[src/rtl/aes_job_scheduler.sv]
// Shares one AES decryption core between two requesters using round-robin arbitration.
// Latches each job, drives the core handshake, guards it with a watchdog and returns the plaintext.
module aes_job_scheduler #(
  parameter int KEY_SETTLE     = 2,
  parameter int TIMEOUT_CYCLES = 200
) (
  input  logic         CLK,
  input  logic         RESET,
  input  logic         req0_valid,
  input  logic [127:0] req0_key,
  input  logic [127:0] req0_msg,
  output logic         req0_ready,
  output logic         rsp0_valid,
  output logic [127:0] rsp0_data,
  output logic         rsp0_err,
  input  logic         rsp0_ack,
  input  logic         req1_valid,
  input  logic [127:0] req1_key,
  input  logic [127:0] req1_msg,
  output logic         req1_ready,
  output logic         rsp1_valid,
  output logic [127:0] rsp1_data,
  output logic         rsp1_err,
  input  logic         rsp1_ack,
  output logic         AES_START,
  input  logic         AES_DONE,
  output logic [127:0] AES_KEY,
  output logic [127:0] AES_MSG_ENC,
  input  logic [127:0] AES_MSG_DEC,
  output logic         core_rst
);

  localparam int WD_W = $clog2(TIMEOUT_CYCLES + 1);
  localparam int SC_W = (KEY_SETTLE > 1) ? $clog2(KEY_SETTLE) : 1;

  typedef enum logic [2:0] {
    S_IDLE    = 3'd0,
    S_LOAD    = 3'd1,
    S_RUN     = 3'd2,
    S_RELEASE = 3'd3,
    S_RESP    = 3'd4
  } state_t;

  state_t            state_q, state_d;
  logic              last_grant_q, last_grant_d;
  logic              owner_q, owner_d;
  logic [127:0]      key_q, key_d;
  logic [127:0]      msg_q, msg_d;
  logic [127:0]      result_q, result_d;
  logic              err_q, err_d;
  logic [SC_W-1:0]   settle_q, settle_d;
  logic [WD_W-1:0]   wd_q, wd_d;
  logic              start_q, start_d;
  logic              core_rst_q, core_rst_d;
  logic              rsp0_valid_q, rsp0_valid_d;
  logic [127:0]      rsp0_data_q, rsp0_data_d;
  logic              rsp0_err_q, rsp0_err_d;
  logic              rsp1_valid_q, rsp1_valid_d;
  logic [127:0]      rsp1_data_q, rsp1_data_d;
  logic              rsp1_err_q, rsp1_err_d;
  logic              grant_any;
  logic              grant_port;

  // On a tie the port that did not win last time is granted.
  always_comb begin
    grant_any  = 1'b0;
    grant_port = 1'b0;
    if ((state_q == S_IDLE) && !rsp0_valid_q && !rsp1_valid_q) begin
      if (req0_valid && req1_valid) begin
        grant_any  = 1'b1;
        grant_port = ~last_grant_q;
      end else if (req0_valid) begin
        grant_any  = 1'b1;
        grant_port = 1'b0;
      end else if (req1_valid) begin
        grant_any  = 1'b1;
        grant_port = 1'b1;
      end else begin
        grant_any  = 1'b0;
        grant_port = 1'b0;
      end
    end else begin
      grant_any  = 1'b0;
      grant_port = 1'b0;
    end
  end

  assign req0_ready = grant_any & ~grant_port;
  assign req1_ready = grant_any & grant_port;

  always_comb begin
    state_d      = state_q;
    last_grant_d = last_grant_q;
    owner_d      = owner_q;
    key_d        = key_q;
    msg_d        = msg_q;
    result_d     = result_q;
    err_d        = err_q;
    settle_d     = settle_q;
    wd_d         = wd_q;
    start_d      = start_q;
    core_rst_d   = 1'b0;
    rsp0_valid_d = rsp0_valid_q;
    rsp0_data_d  = rsp0_data_q;
    rsp0_err_d   = rsp0_err_q;
    rsp1_valid_d = rsp1_valid_q;
    rsp1_data_d  = rsp1_data_q;
    rsp1_err_d   = rsp1_err_q;
    case (state_q)
      S_IDLE: begin
        if (grant_any) begin
          key_d    = grant_port ? req1_key : req0_key;
          msg_d    = grant_port ? req1_msg : req0_msg;
          owner_d  = grant_port;
          settle_d = '0;
          wd_d     = '0;
          state_d  = S_LOAD;
        end else begin
          state_d = S_IDLE;
        end
      end
      S_LOAD: begin
        if (settle_q == SC_W'(KEY_SETTLE - 1)) begin
          start_d = 1'b1;
          wd_d    = '0;
          state_d = S_RUN;
        end else begin
          settle_d = settle_q + SC_W'(1);
        end
      end
      S_RUN: begin
        wd_d = wd_q + WD_W'(1);
        // AES_DONE takes priority over a coincident timeout.
        if (AES_DONE) begin
          result_d = AES_MSG_DEC;
          err_d    = 1'b0;
          start_d  = 1'b0;
          state_d  = S_RELEASE;
        end else if (wd_q == WD_W'(TIMEOUT_CYCLES - 1)) begin
          result_d   = '0;
          err_d      = 1'b1;
          start_d    = 1'b0;
          core_rst_d = 1'b1;
          state_d    = S_RELEASE;
        end else begin
          state_d = S_RUN;
        end
      end
      S_RELEASE: begin
        if (!AES_DONE) begin
          state_d = S_RESP;
          if (owner_q) begin
            rsp1_valid_d = 1'b1;
            rsp1_data_d  = result_q;
            rsp1_err_d   = err_q;
          end else begin
            rsp0_valid_d = 1'b1;
            rsp0_data_d  = result_q;
            rsp0_err_d   = err_q;
          end
        end else begin
          state_d = S_RELEASE;
        end
      end
      S_RESP: begin
        if (owner_q ? rsp1_ack : rsp0_ack) begin
          rsp0_valid_d = 1'b0;
          rsp0_data_d  = '0;
          rsp0_err_d   = 1'b0;
          rsp1_valid_d = 1'b0;
          rsp1_data_d  = '0;
          rsp1_err_d   = 1'b0;
          last_grant_d = owner_q;
          state_d      = S_IDLE;
        end else begin
          state_d = S_RESP;
        end
      end
      default: begin
        state_d = S_IDLE;
      end
    endcase
  end

  // A reset mid-job drops the job without any response.
  always_ff @(posedge CLK) begin
    if (RESET) begin
      state_q      <= S_IDLE;
      last_grant_q <= 1'b1;
      owner_q      <= 1'b0;
      key_q        <= '0;
      msg_q        <= '0;
      result_q     <= '0;
      err_q        <= 1'b0;
      settle_q     <= '0;
      wd_q         <= '0;
      start_q      <= 1'b0;
      core_rst_q   <= 1'b0;
      rsp0_valid_q <= 1'b0;
      rsp0_data_q  <= '0;
      rsp0_err_q   <= 1'b0;
      rsp1_valid_q <= 1'b0;
      rsp1_data_q  <= '0;
      rsp1_err_q   <= 1'b0;
    end else begin
      state_q      <= state_d;
      last_grant_q <= last_grant_d;
      owner_q      <= owner_d;
      key_q        <= key_d;
      msg_q        <= msg_d;
      result_q     <= result_d;
      err_q        <= err_d;
      settle_q     <= settle_d;
      wd_q         <= wd_d;
      start_q      <= start_d;
      core_rst_q   <= core_rst_d;
      rsp0_valid_q <= rsp0_valid_d;
      rsp0_data_q  <= rsp0_data_d;
      rsp0_err_q   <= rsp0_err_d;
      rsp1_valid_q <= rsp1_valid_d;
      rsp1_data_q  <= rsp1_data_d;
      rsp1_err_q   <= rsp1_err_d;
    end
  end

  assign AES_START   = start_q;
  assign AES_KEY     = key_q;
  assign AES_MSG_ENC = msg_q;
  assign core_rst    = core_rst_q;
  assign rsp0_valid  = rsp0_valid_q;
  assign rsp0_data   = rsp0_data_q;
  assign rsp0_err    = rsp0_err_q;
  assign rsp1_valid  = rsp1_valid_q;
  assign rsp1_data   = rsp1_data_q;
  assign rsp1_err    = rsp1_err_q;

endmodule
[config.mk]
export PLATFORM = sky130hd
export DESIGN_NAME = aes_job_scheduler
export DESIGN_NICKNAME = d
export VERILOG_FILES = /design/src/rtl/aes_job_scheduler.sv
export SDC_FILE = /design/constraint.sdc
export NUM_CORES = 1
export LEC_CHECK = 0
export ABC_AREA = 1
export BUFFER_PORTS_ARGS = -buffer_cell sky130_fd_sc_hd__buf_2
export CORE_AREA = 3 3 460 462
export DETAILED_ROUTE_END_ITERATION = 8
export DIE_AREA = 0 0 463 465
export SLEW_MARGIN = 20
export SYNTH_ARGS = -nofsm -noshare
export SYNTH_HDL_FRONTEND = slang
export SYNTH_SLANG_ARGS = --single-unit
[constraint.sdc]
create_clock -name CLK -period 3.93 [get_ports CLK]
set_input_delay 0.393 -clock CLK [delete_from_list [all_inputs] [get_ports CLK]]
set_output_delay 0.393 -clock CLK [all_outputs]
set_load 0.02 [all_outputs]
==> metrics.cfg, run 1 <==
[clock_network]
postCtsSetupRepairBufs=0
cts_root_buffer=clkbuf_16
clk_pin_slew_ps=60
cts_tree=built
cts.sinks=661
cts_made_buffers=81
cts_htree_levels=3
cts_buffer_depth=3
cts-resized-gates=0
clk_latency_ps=700

[final_layout]
fill_cells=23358
multiInputGateArea_um2=12800
finalInstanceArea_um2=47000
drive_gt1_share_pct=21.4
final-seq-area_um2=13200
fin_nets=7039
fin_util_pct=22.7
area_delta_synth_final_pct=57.8

[sta]
fin_tns_setup_ps=0
slew_viol_final=0
worst_pin_slew_ps=949
fmax_mhz=300
skew_ps=36.2
finalSetupViolCount=0
relSlewSlack_pct=36.8
hold_viol=0
rsz0062_at_grt=no
finalCriticalPeriod_ps=3330
period_share_pct=84.9

[floorplanning]
die_w_um=463
boundaryPins=1167
start_util_pct=14.4
die_h_um=465
core.rowCount=167
core_area_um2=207000
die-area_um2=215000

[hold_path]
min_path_cells=5
hold_end=AES_MSG_ENC[46]$_SDFFE_PP0P_
min_path_type=in2reg
hp-start=req1_msg[46]

[synthesis]
syn_nets=5474
syn_inst=4826
async_reset_ff_share_pct=0
seq_area_frac_synth_pct=44.4
ys_types=26
ys_ff_latch=661
syn-cell-area_um2=29800
synth_top_cells_by_count=1400 x nand2_1, 1289 x nor2_1, 669 x inv_1
ys_warn_count=0
yosysMostFrequentCell=nand2_1
syn_avg_cell_area_um2=6.18
synthTopCellsByArea=dfxtp_1 44%, nand2_1 18%, nor2_1 16%, inv_1 8.4%, nand3_1 5.7%
synth_top_area_share_pct=44.4
synth_area_leader_cell=dfxtp_1
synth_edf_count=0
synth_flop_cell=dfxtp_1

[route]
vias_per_cell=3.81
routed_wl_um=174000
ant_nets=0
dr.pass1.iters=6
drc_errors=0
vias=35337
drt_iter0_drc=2489
wl_per_cell_um=18.8

[status]
status=completed

[grt]
grt_pass1_vias=33651
grt-ovfl-total=0
grt_pass1_wl_um=243000
antenna_found_initial=131
grtUsageTotal_pct=15.5
grt_start_max_net_pins=145

[pwr]
irDropWorstVdd_uv=446
total_power_uw=29900
powerDensity_nw_per_um2=636
cellLeakagePower_uw=0.0250

[critical_path]
required_ps=4540
endpoint_kind=flip-flop
reg2reg_to=AES_KEY[53]$_SDFFE_PP0P_
critical_path_arrival_ps=3940
rr_worst_depth=11
cp_max_fo=46
r2r_slack_ps=600
start_kind=flip-flop
cp-startpoint=state_q[0]$_SDFFE_PP0P_
r2r-start=state_q[0]$_SDFFE_PP0P_
worst-setup-path-type=reg2reg

[placement]
dp_hpwl_um=134000
place_area_um2=38700
portBuffers=1166
gp_congestion=0.922

[run]
maxCapViolCount=0

## how the worst max path moves through the flow
stage / to / slack [ps] / cells after the start
final: AES_KEY[53]$_SDFFE_PP0P_ / 600 / 11
after global routing: AES_KEY[53]$_SDFFE_PP0P_ / 410 / 11
after CTS: AES_KEY[53]$_SDFFE_PP0P_ / 620 / 11
after detailed placement: rsp0_data[46]$_SDFFE_PP0P_ / 1250 / 9
after global placement: rsp0_data[46]$_SDFFE_PP0P_ / 1310 / 9
after floorplan: req1_ready / 2100 / 6
## power by group
group	switching [uW]	total, uW	leakage, uW	internal [uW]
Combinational	8300	13000	0.0182	4690
Sequential	812	8950	0.00538	8140
Clock	3340	7970	0.00137	4620
Total	12500	29900	0.0250	17500
## per-layer routing
metal	GRT usage [%]	vias up	part of all wire (%)
li1	-	17350	-
met1	18.0	15995	39
met2	25.5	1556	45
met3	6.21	380	11
met4	5.99	56	4.3
met5	0	-	0.20
## critical path: stages (launching register included)
cell and delay, ps:
dfxtp_1 400, nor2_2 240, nand2_1 140, nor2_4 190, buf_12 300, buf_4 460
nand3_1 150, nand2_1 100, nor2_1 50, dlygate4sd3_1 560, nor2_1 80, dlygate4sd3_1 540
## cells by family (layout without fill, tap and decap cells)
| family | Yosys count | in the layout | share of synthesized area, % |
|---|---|---|---|
| other | 0 | 40 | 0 |
| buffers and inverters | 967 | 2593 | 13.0 |
| DFF | 661 | 661 | 44.4 |
| AOI/OAI and AO/OA | 155 | 155 | 2.64 |
| adders and majority gates | 1 | 1 | 0.0420 |
| and+or+nand+nor | 3042 | 3042 | 39.9 |
## per-stage QoR
stage / setup WS [ps] / cells / hold WS, ps
2_1_floorplan: 2100 / 4826 / 429
3_3_place_gp: 1310 / 8552 / 450
3_5_place_dp: 1250 / 8552 / 452
4_1_cts: 620 / 9240 / 2.92
5_1_grt: 408 / 9264 / 49.1
6_report: 595 / 9280 / 97.6
## repair_timing
action,in CTS,in global routing
endpoints found under the hold margin,381,0
endpoints found under the setup margin,0,0
hold buffers,544,0
## placed cells by master (no fill, tap or decap), types with 2 or more instances in the layout
master	instances
buf_12	25
clkinvlp_4	2
buf_4	39
a21oi_1	144
o21bai_1	2
inv_1	669
clkinv_16	4
inv_2	4
inv_6	3
dlygate4sd3_1	544
o21ai_0	6
clkbuf_8	22
nand3_1	339
clkinv_2	9
buf_2	1165
nand2_1	1398
nand3_4	4
nor2_1	1289
diode_2	40
dfxtp_1	661
clkbuf_16	82
nand2_4	2
clkinv_4	2
nor2_4	3
clkbuf_1	15
bufinv_16	5
## sequential cells by signal, summed over array words and instances (netlist names), 3 cells and up
signal	count
AES_MSG_ENC	128
result_q	128
AES_KEY	128
wd_q	8
rsp1_data	128
state_q	3
rsp0_data	128
## area by class of cell
| class | instances | area share (%) |
|---|---|---|
| Clock buffer | 119 | 5.13 |
| Antenna cell | 40 | 0.213 |
| Sequential cell | 661 | 28.1 |
| Tap cell | 2788 | 7.42 |
| Inverter | 675 | 5.40 |
| Multi-Input combinational cell | 3198 | 27.2 |
| Timing Repair Buffer | 1774 | 25.7 |
| Clock inverter | 25 | 0.843 |
Power figures use the tool's default switching activity.
==> inputs of run 2 (changes only) <==
==> constraint.sdc (replaced) <==
create_clock -name CLK -period 3.3 [get_ports CLK]
set_input_delay 0.33 -clock CLK [delete_from_list [all_inputs] [get_ports CLK]]
set_output_delay 0.33 -clock CLK [all_outputs]
set_load 0.02 [all_outputs]
==> metrics.cfg, run 2 (synthesized netlist as in run 1, its figures left out) <==
[grt]
grt_start_max_net_pins=133  ; -8.3%
antenna_found_initial=125  ; -4.6%
grt_pass1_wl_um=246000  ; +0.93%
grtUsageTotal_pct=15.6  ; +0.13 points
grt-ovfl-total=0  ; unchanged
grt_pass1_vias=34402  ; +2.2%

[floorplanning]
die_w_um=463  ; unchanged
start_util_pct=14.4  ; unchanged
core.rowCount=167  ; unchanged
boundaryPins=1167  ; unchanged
core_area_um2=207000  ; unchanged
die_h_um=465  ; unchanged
die-area_um2=215000  ; unchanged

[sta]
worst_pin_slew_ps=1040  ; +95.1 ps
hold_viol=0  ; unchanged
hold_slack_ps=82.2  ; -15.4 ps
fin_tns_setup_ps=0  ; unchanged
period_share_pct=89.1  ; +4.3 points
rsz0062_at_grt=no
slew_viol_final=0  ; unchanged
fmax_mhz=340  ; +13%
skew_ps=48.0  ; +11.8 ps
relSlewSlack_pct=30.4  ; -6.3 points
finalSetupViolCount=0  ; unchanged
finalCriticalPeriod_ps=2940  ; -394 ps

[clock_network]
cts_buffer_depth=3  ; unchanged
cts_root_buffer=clkbuf_16
cts.sinks=661  ; unchanged
cts_made_buffers=80  ; -1.2%
cts-resized-gates=0  ; unchanged
clk_pin_slew_ps=60  ; about the same
cts_tree=built
cts_htree_levels=3  ; unchanged
clk_latency_ps=700  ; about the same

[pwr]
internal_power_uw=20800  ; +19%
cellLeakagePower_uw=0.0251  ; +0.60%
swShare_pct=41.7  ; +0.045 points
comb_power_share_pct=44.6  ; +1.2 points
p_seq_share_pct=29.9  ; about the same
total_power_uw=35700  ; +19%
irDropWorstVdd_uv=694  ; +55%
clockPowerShare_pct=25.5  ; -1.1 points
p_sw_uw=14900  ; +19%
powerDensity_nw_per_um2=749  ; +18%

[final_layout]
fill_cells=23201  ; -0.67%
fin_nets=7119  ; +1.1%
area_delta_synth_final_pct=59.7
fin_util_pct=22.9  ; +0.27 points
final-seq-area_um2=13200  ; unchanged
drive_gt1_share_pct=21.2  ; -0.16 points
multiInputGateArea_um2=12800  ; unchanged
final_common_cell=nand2_1
final_cell_mix=1398 x nand2_1, 1289 x nor2_1, 1165 x buf_2

[route]
drt_iter0_drc=2426  ; -2.5%
routed_wl_um=175000  ; +0.77%
vias_per_cell=3.82  ; +0.43%
wl_per_cell_um=18.7  ; about the same
ant_nets=0  ; unchanged
vias=35783  ; +1.3%
drc_errors=0  ; unchanged
dr.pass1.iters=5  ; -1

[critical_path]
critical_path_arrival_ps=3530  ; -410 ps
cp-startpoint=state_q[0]$_SDFFE_PP0P_
required_ps=3880  ; -660 ps
start_kind=flip-flop
cp_max_fo=52  ; +13%
endpoint_kind=flip-flop
r2r-start=state_q[0]$_SDFFE_PP0P_
worst-setup-path-type=reg2reg

[status]
status=completed

[placement]
gp_congestion=0.903  ; -2.1%
dp_hpwl_um=134000  ; +0.33%
portBuffers=1166  ; unchanged

[hold_path]
min_path_type=in2reg
hp-start=req0_msg[28]

[run]
maxCapViolCount=0  ; unchanged

==> run 2: path summary, 6_finish.rpt <==
kind / cells after the start / slack [ps] / end
worst max-delay path: 10 / 360 / AES_KEY[2]$_SDFFE_PP0P_
worst min-delay path: 5 / 80 / AES_MSG_ENC[28]$_SDFFE_PP0P_
worst max register to register: 10 / 360 / AES_KEY[2]$_SDFFE_PP0P_
worst min register to register: 2 / 460 / result_q[4]$_SDFFE_PP0P_
==> run 2: power by group through the flow <==
stage | clock (uW) | combinational (uW) | sequential, uW
3_5_place_dp | 0 | 13300 | 10800
3_3_place_gp | 0 | 13300 | 10700
2_1_floorplan | 0 | 6490 | 12500
4_1_cts | 9390 | 15900 | 10600
5_1_grt | 9670 | 17500 | 10800
6_report | 9090 | 15900 | 10700
==> run 2: cell type report <==
cell class                 count  area share [%]
multi-input combinational   3198            26.9
tap                         2788            7.33
clock buffer                 115            4.69
inverter                     675            5.34
antenna                       34           0.179
clock inverter                31           0.878
timing repair buffer        1855            26.9
sequential                   661            27.8
==> run 2: timing repair <==
action                                 in CTS  in global routing
hold buffers                              610                  0
buffers inserted                            0                  0
endpoints found under the hold margin     387                  0
==> run 2: critical path, stage by stage (launching register included) <==
cell and delay (ps):
dfxtp_1 400, nor2_2 250, nand2_1 120, nor2_4 280
nand3_4 300, buf_12 280, buf_12 230, nor2_1 130
nor2_1 60, dlygate4sd3_1 560, nor2_1 110
==> run 2: layer usage <==
layer	vias up	global-route usage, %	share of wire [%]
li1	17508	-	-
met5	-	0	0.22
met2	1599	25.5	45
met3	404	6.46	11
met4	56	6.83	5.0
met1	16216	17.9	39
==> run 2: stage by stage <==
stage / worst slack, ps / instance area, um^2 / std cells
CTS: 192 / 47500 / 9323
detailed placement: 935 / 38800 / 8567
finish: 359 / 47600 / 9357
global placement: 938 / 38800 / 8567
floorplan: 1550 / 29800 / 4826
global route: 113 / 47600 / 9347
